## config.mk

```make
export PLATFORM = sky130hd
export DESIGN_NAME = fetch_sequencer
export DESIGN_NICKNAME = d
export VERILOG_FILES = /design/src/rtl/fetch_sequencer_pkg.sv /design/src/rtl/fetch_sequencer_pc_counter.sv /design/src/rtl/fetch_sequencer.sv
export SDC_FILE = /design/constraint.sdc
export NUM_CORES = 1
export LEC_CHECK = 0
export ABC_AREA = 1
export BUFFER_PORTS_ARGS = -buffer_cell sky130_fd_sc_hd__buf_2
export CORE_ASPECT_RATIO = 1.75
export CORE_UTILIZATION = 48
export DETAILED_ROUTE_END_ITERATION = 8
export GPL_TIMING_DRIVEN = 0
export PLACE_DENSITY = 0.78
export REMOVE_ABC_BUFFERS = 1
export SLEW_MARGIN = 20
export SYNTH_ARGS = -nofsm -noshare
export SYNTH_HDL_FRONTEND = slang
export SYNTH_HIERARCHICAL = 1
export SYNTH_SLANG_ARGS = --single-unit
```

## constraint.sdc

```tcl
create_clock -name clk -period 1.77 [get_ports clk]
set_input_delay 0.0885 -clock clk [delete_from_list [all_inputs] [get_ports clk]]
set_output_delay 0.0885 -clock clk [all_outputs]
set_load 0.05 [all_outputs]
```

## src/rtl/fetch_sequencer_pkg.sv

```systemverilog
// +--------------------------------------------------------------------+
// | fetch_sequencer_pkg : shared encodings for the fetch stage          |
// | Rev 1.0                                                             |
// +--------------------------------------------------------------------+
`default_nettype none

package fetch_sequencer_pkg;

  typedef enum logic [1:0] {
    FETCH_OP  = 2'd0,
    FETCH_ARG = 2'd1,
    LATCH     = 2'd2,
    VALID     = 2'd3
  } fetch_state_e;

  localparam int         PKG_LONG_BIT = 7;
  localparam logic [7:0] PKG_RESET_PC = 8'h00;

endpackage : fetch_sequencer_pkg

`default_nettype wire

```

## src/rtl/fetch_sequencer_pc_counter.sv

```systemverilog
// +--------------------------------------------------------------------+
// | pc_counter : fetch address register with branch load and increment |
// | Rev 1.0                                                             |
// +--------------------------------------------------------------------+
`default_nettype none

module pc_counter #(
  parameter int                ADDR_W   = 8,
  parameter logic [ADDR_W-1:0] RESET_PC = '0
) (
  input  logic              clk,
  input  logic              res,
  input  logic              load_i,
  input  logic [ADDR_W-1:0] load_addr_i,
  input  logic              inc_i,
  output logic [ADDR_W-1:0] pc_o
);

  logic [ADDR_W-1:0] pc_q;
  logic [ADDR_W-1:0] pc_d;

  // Load takes precedence so a redirect never also advances; increment wraps.
  always_comb begin
    pc_d = pc_q;
    if (load_i) begin
      pc_d = load_addr_i;
    end else if (inc_i) begin
      pc_d = pc_q + ADDR_W'(1);
    end
  end

  always_ff @(posedge clk) begin
    if (!res) begin
      pc_q <= RESET_PC;
    end else begin
      pc_q <= pc_d;
    end
  end

  assign pc_o = pc_q;

endmodule : pc_counter

`default_nettype wire

```

## src/rtl/fetch_sequencer.sv

```systemverilog
// +--------------------------------------------------------------------+
// | fetch_sequencer : instruction fetch FSM feeding opcode/operand regs |
// | Rev 1.0                                                             |
// +--------------------------------------------------------------------+
`default_nettype none

module fetch_sequencer
  import fetch_sequencer_pkg::*;
#(
  parameter int                ADDR_W   = 8,
  parameter int                DATA_W   = 8,
  parameter logic [ADDR_W-1:0] RESET_PC = ADDR_W'(PKG_RESET_PC),
  parameter int                LONG_BIT = PKG_LONG_BIT
) (
  input  logic              clk,
  input  logic              res,
  input  logic              stall,
  input  logic              branch_en,
  input  logic [ADDR_W-1:0] branch_addr,
  input  logic              mem_rdy,
  input  logic [DATA_W-1:0] mem_data,
  output logic              mem_req,
  output logic [ADDR_W-1:0] mem_addr,
  output logic [ADDR_W-1:0] pc,
  output logic [DATA_W-1:0] op_d,
  output logic              op_en,
  output logic [DATA_W-1:0] arg_d,
  output logic              arg_en,
  output logic              instr_valid
);

  fetch_state_e      state_q, state_d;
  logic [DATA_W-1:0] op_byte_q, op_byte_d;
  logic [DATA_W-1:0] arg_byte_q, arg_byte_d;
  logic              op_en_q, op_en_d;
  logic              arg_en_q, arg_en_d;
  logic              valid_q, valid_d;
  logic              pc_load;
  logic              pc_inc;
  logic [ADDR_W-1:0] pc_w;

  pc_counter #(
    .ADDR_W   (ADDR_W),
    .RESET_PC (RESET_PC)
  ) u_pc_counter (
    .clk         (clk),
    .res         (res),
    .load_i      (pc_load),
    .load_addr_i (branch_addr),
    .inc_i       (pc_inc),
    .pc_o        (pc_w)
  );

  always_comb begin
    state_d    = state_q;
    op_byte_d  = op_byte_q;
    arg_byte_d = arg_byte_q;
    op_en_d    = 1'b0;
    arg_en_d   = 1'b0;
    valid_d    = valid_q;
    pc_load    = 1'b0;
    pc_inc     = 1'b0;

    // A redirect discards any same-cycle memory data and overrides stall.
    if (branch_en) begin
      pc_load = 1'b1;
      state_d = FETCH_OP;
      valid_d = 1'b0;
    end else begin
      unique case (state_q)
        FETCH_OP: begin
          if (mem_rdy) begin
            op_byte_d = mem_data;
            op_en_d   = 1'b1;
            pc_inc    = 1'b1;
            state_d   = mem_data[LONG_BIT] ? FETCH_ARG : LATCH;
          end
        end
        FETCH_ARG: begin
          if (mem_rdy) begin
            arg_byte_d = mem_data;
            arg_en_d   = 1'b1;
            pc_inc     = 1'b1;
            state_d    = LATCH;
          end
        end
        LATCH: begin
          state_d = VALID;
          valid_d = 1'b1;
        end
        VALID: begin
          if (!stall) begin
            state_d = FETCH_OP;
            valid_d = 1'b0;
          end
        end
        default: begin
          state_d = FETCH_OP;
          valid_d = 1'b0;
        end
      endcase
    end
  end

  always_ff @(posedge clk) begin
    if (!res) begin
      state_q    <= FETCH_OP;
      op_byte_q  <= '0;
      arg_byte_q <= '0;
      op_en_q    <= 1'b0;
      arg_en_q   <= 1'b0;
      valid_q    <= 1'b0;
    end else begin
      state_q    <= state_d;
      op_byte_q  <= op_byte_d;
      arg_byte_q <= arg_byte_d;
      op_en_q    <= op_en_d;
      arg_en_q   <= arg_en_d;
      valid_q    <= valid_d;
    end
  end

  // Request is gated by reset so memory sees it drop immediately.
  assign mem_req     = res && ((state_q == FETCH_OP) || (state_q == FETCH_ARG));
  assign mem_addr    = pc_w;
  assign pc          = pc_w;
  assign op_d        = op_byte_q;
  assign op_en       = op_en_q;
  assign arg_d       = arg_byte_q;
  assign arg_en      = arg_en_q;
  assign instr_valid = valid_q;

endmodule : fetch_sequencer

`default_nettype wire

```

Word level (Yosys, flattened, before mapping)
Index checks and enable logic that the tools add are counted.
W data, S select, Z words.
- bits in registers: 29
- input bits: 21
- output and inout bits: 36
- logic and storage cells: 44
- add/sub/neg operators: 1
- equal/unequal tests: 6
- muxes and demuxes: 13
- bitwise gates (word level): 4
- reductions and logical operators: 13
- operators with widths (operator ; number):
    $mux W8 ; 2
    $reduce_and A3 Y1 ; 3
    $add A8 B1 Y8 const B ; 1
    $mux W2 ; 4
    $pmux W2 S4 ; 1
    $ne A2 B2 Y1 const B ; 3
    $reduce_or A3 Y1 ; 2
    $mux W1 ; 5
    $eq A2 B2 Y1 const B ; 2
    $not A1 Y1 ; 4
    $reduce_bool A2 Y1 ; 2
    $reduce_or A2 Y1 ; 2
    $eq A2 B1 Y1 const B ; 1
    $logic_not A2 Y1 ; 1
    $pmux W1 S2 ; 1
    $reduce_and A2 Y1 ; 1
    $logic_and A1 B1 Y1 ; 1
    $logic_or A1 B1 Y1 ; 1

Longest topological paths before layout
- depth in word-level cells: 6
- mapped depth: 10
- gate-level depth less buffers: 10

Hierarchy
Netlist, hierarchy kept.
- modules (own cells, without submodules) (module ; times used ; cells an instance ; area an instance (um^2) ; sequential area each (um^2)):
    fetch_sequencer ; 1 ; 120 ; 947.2 ; 420.4
    pc_counter ; 1 ; 70 ; 489.2 ; 160.2

Least setup slack after synthesis
Ideal clock, no wire load.
- kind: flip-flop to flip-flop
- start point: register state_q[0]
- end point: register u_pc_counter.pc_q[4] (netlist: u_pc_counter/pc_o[4])
- library setup time: 115 ps
- arrival: 1442 ps
- required time: 1655 ps
- path slack: 213 ps
- cell stages (with the launch flop): 10
- buffers on the path: 0
- period minus slack after synthesis: 1557 ps
- cell sequence: dfxtp_1 > inv_1 > ha_1 > nor2_1 > nor2_1 > nand4_1 > nand2_1 > nand2_1 > o21ai_0 > inv_1
- word-level cells in the longest chain between the ends: 5
- elaborated cells between the ends (all ways): 6
- RTL lines (what ; RTL line ; text):
    start, declared ; fetch_sequencer.sv:32 ; fetch_state_e state_q, state_d;
    start signal, assigned ; fetch_sequencer.sv:114 ; state_q <= state_d;
    $eq A2 B1 Y1 / $logic_not A2 Y1 (equally long branches) ; fetch_sequencer.sv:70 ; unique case (state_q)
    $reduce_or A2 Y1 (no source line) (*) ; -- ;
    $mux W1 (*) ; -- ;
    $mux W1 (*) ; fetch_sequencer.sv:65 ; if (branch_en) begin
    named net pc_inc ; fetch_sequencer.sv:39 ; logic pc_inc;
    $reduce_bool A2 Y1 (no source line) (*) ; -- ;
    end signal, assigned ; fetch_sequencer_pc_counter.sv:36 ; pc_q <= pc_d;
    end, declared ; fetch_sequencer_pc_counter.sv:19 ; logic [ADDR_W-1:0] pc_q;
Mark *: on every way through the listed nets, which the timed path passes. The rest lies on a longest branch.
A chain may end at the register's enable or synchronous reset.

Worst setup path after layout
- start point: register state_q[0]
- end point: register u_pc_counter.pc_q[0] (netlist: u_pc_counter/pc_o[0])
Same word-level chain as after synthesis.

==> flow_summary.rst <==
.. list-table::
   :header-rows: 1

   * - Metric
     - Value
   * - Worst min path class
     - in2reg
   * - Clock buffer count from CTS
     - 5
   * - IO Port Bufs
     - between 50 and 60
   * - Standard-cell row count
     - 25
   * - Number of global-route vias before repair
     - around 1300
   * - Required arrival time at the worst endpoint
     - 2.00 ns
   * - Share of total power consumed by net switching
     - a little under a third
   * - GRT overflow
     - 0
   * - Number of max-cap violations
     - 0
   * - Number of max-slew violations in the final report
     - 0
   * - Placeable core region
     - around 0.0028 sq mm
   * - Final weighted congestion of routability-driven global placement
     - about 0.83
   * - Via-to-Cell Ratio
     - 4.94
   * - DR pass1 iterations
     - 6
   * - Achievable clock frequency
     - 0.636 GHz
   * - Hold Buf Count CTS
     - 0
   * - Maximum VDD drop
     - 0.680 mV
   * - DIE HEIGHT
     - approximately 74 um
   * - Share of cells above drive strength 1
     - 32.5%
   * - Violated checks
     - design-rule violations
   * - Commonest cells after routing, fill and taps aside
     - sky130_fd_sc_hd__buf_2, sky130_fd_sc_hd__nand2_1, sky130_fd_sc_hd__dfxtp_1
   * - Clock transition at the register clock pins on the worst setup and hold paths after CTS
     - about 0.060 ns
   * - Endpoint class of the critical path
     - register
   * - Number of antenna diodes
     - 0
   * - Final nets
     - between 200 and 300
   * - Finished layout cell area
     - ~0.0018 sq mm
   * - Most common cell after layout, fill and taps aside
     - sky130_fd_sc_hd__buf_2
   * - Placed cell count
     - between 200 and 300
   * - Leakage
     - ~0.87 nW
   * - Total routed wirelength
     - between 2000 and 3000 um
   * - Minimum clock period
     - about 1.6 ns
   * - Proportion of power drawn by combinational gates
     - between 20% and 30%
   * - Flop and latch count out of synthesis
     - 29
   * - Hold Fails Final Rpt
     - 0
   * - Hold Worst Slack
     - 0.0318 ns
   * - Pin count of the biggest net entering global routing
     - 18
   * - Worst Tran Pin Value
     - just under 0.3 ns
   * - Effective utilization at floorplan
     - between 50% and 60%
   * - Count of cell types in the netlist
     - 26
   * - Sinks on the clock net
     - 29
   * - First-pass GRT wire length
     - just over 5000 um
   * - Worst-Skew Late Latency
     - around 0.28 ns
   * - Antenna Nets Post-Route
     - 0
   * - Type of the setup path with the least slack
     - reg2reg
   * - Post-Place Cell Area
     - between 0.0015 and 0.002 sq mm
   * - Seq/Total Area, Yosys
     - between 40% and 50%
   * - Synthesis warning total
     - 6
   * - Buffers from clock root to sink, at most
     - 2
   * - Switching component of the power
     - about 0.53 mW
   * - Final worst path period share
     - between 80% and 90%
   * - Initial DRC Count
     - 43
   * - Rel. slew slack
     - around 80%
   * - Final worst clock skew
     - a little over 0.006 ns
   * - Setup repair after global routing missed its margin
     - false
   * - Final cell count without fillers
     - 270
   * - Final routed DRC violation total
     - 10
   * - Largest fanout of any net on the critical path
     - 6
   * - Outcome
     - finished with violations
   * - Aggregate global-route resource usage
     - a little over a fifth
   * - Syn avg cell area
     - about 7.6 sq um
   * - Portion of total power attributed to the clock network
     - between 30% and 40%
   * - Crit path launch type
     - register
   * - Wirelength per Cell
     - approximately 11 um
   * - Die area
     - between 0.003 and 0.004 sq mm
   * - Antenna violations before repair
     - 0
   * - Vias
     - 1333
   * - Sequential group share of total power
     - approximately two fifths
   * - TritonCTS clock tree
     - built
   * - Cell count after synthesis
     - 190
   * - Synthesized area
     - about 0.0014 sq mm
   * - Power Dens Cells
     - 987 mW/mm^2
   * - Internal
     - ~1.2 mW
   * - I/O pins
     - 57
   * - Detailed placement HPWL
     - roughly 2200 um
   * - Area grow syn2layout
     - 24.9%
   * - Root buffer cell
     - sky130_fd_sc_hd__clkbuf_8
   * - Data arrival time of the worst path
     - roughly 1.8 ns
   * - Count of endpoints failing setup in the final report
     - 0
   * - Number of H-tree levels
     - 2
   * - Horizontal die dimension
     - 43.4 um
==> metrics by stage <==
step	setup slack (ns)	power (mW)	utilization [%]	setup TNS, ns
5_1_grt	0.00136	1.86	64.4	0
3_3_place_gp	0.0785	1.08	59.7	0
4_1_cts	0.0158	1.79	63.9	0
6_report	0.198	1.77	64.4	0
2_1_floorplan	-0.122	0.983	-	-0.238
3_5_place_dp	0.0401	1.08	59.7	0
==> Yosys cell counts, drive strengths merged <==
library cell  count  share of area (%)
dfxtp            29                 40
clkbuf            1               0.35
o21bai            2                1.0
buf              10                5.7
xor2              1               0.61
clkinv            2               0.61
o211ai            1               0.52
ha                6                5.2
nand3            11                6.6
o21a              1               0.52
nand4             1               0.44
nand2            44                 12
a22oi             4                2.1
nor2             18                5.2
a21oi            22                7.9
o21ai            13                4.5
inv              24                6.3
==> layout make-up <==
cell class | count | area [sq um]
Clock inverter | 1 | 30.0
Fill cell | 272 | 990
Multi-Input combinational cell | 124 | 684
Inverter | 26 | 98.8
Clock buffer | 7 | 86.3
Sequential cell | 29 | 581
Tap cell | 27 | 33.8
Timing Repair Buffer | 56 | 280
==> metal layers <==
layer,vias up,wire length [um],global-route usage [%]
met5,-,0,0
met3,10,183,7.04
li1,704,-,-
met2,48,1490,37.2
met4,0,100,13.2
met1,571,1150,21.0
==> timing repair <==
item	in CTS	in global routing
gates resized for setup	0	3
endpoints found under the setup margin	0	7
setup buffers	0	0
==> state kept, by name, indices dropped and copies added, names as in the netlist <==
signal and count:
arg_d 8, op_d 8, u_pc_counter/pc_o 8, state_q 2, arg_en 1, instr_valid 1
op_en 1
==> power groups by stage <==
stage,Sequential [mW],Clock (mW),Combinational [mW]
global route,0.717,0.751,0.390
finish,0.712,0.699,0.359
CTS,0.713,0.718,0.355
global placement,0.726,0,0.350
floorplan,0.862,0,0.121
detailed placement,0.727,0,0.354
==> cells by family after synthesis <==
| logic type | after synthesis | synth area share [%] |
|---|---|---|
| flip-flops | 29 | 40.4 |
| AND/OR/NAND/NOR | 74 | 24.1 |
| XOR/XNOR | 1 | 0.610 |
| adder cells (fa/ha/maj) | 6 | 5.23 |
| buffers and inverters | 37 | 13.0 |
| AO/OA/AOI/OAI | 43 | 16.6 |
==> worst paths after layout <==
check	start	end	slack, ns	cells past startpoint
hold reg to reg	arg_d[2]	arg_d[2]	0.44	2
hold / removal	mem_data[7]	op_d[7]	0.03	3
setup reg to reg	state_q[0]	u_pc_counter/pc_o[0]	0.20	9
setup / recovery	state_q[0]	u_pc_counter/pc_o[0]	0.20	9
==> worst max-delay path: stages, from the launching register on <==
cell and delay (ns):
sky130_fd_sc_hd__dfxtp_1 0.39, sky130_fd_sc_hd__inv_1 0.12, sky130_fd_sc_hd__ha_4 0.20, sky130_fd_sc_hd__nor2_1 0.17
sky130_fd_sc_hd__nor2_2 0.10, sky130_fd_sc_hd__nor2_2 0.25, sky130_fd_sc_hd__nand2_1 0.08, sky130_fd_sc_hd__o211ai_1 0.10
sky130_fd_sc_hd__nand2_1 0.07, sky130_fd_sc_hd__inv_1 0.05
No activity file was read; power rests on OpenSTA's default activity.
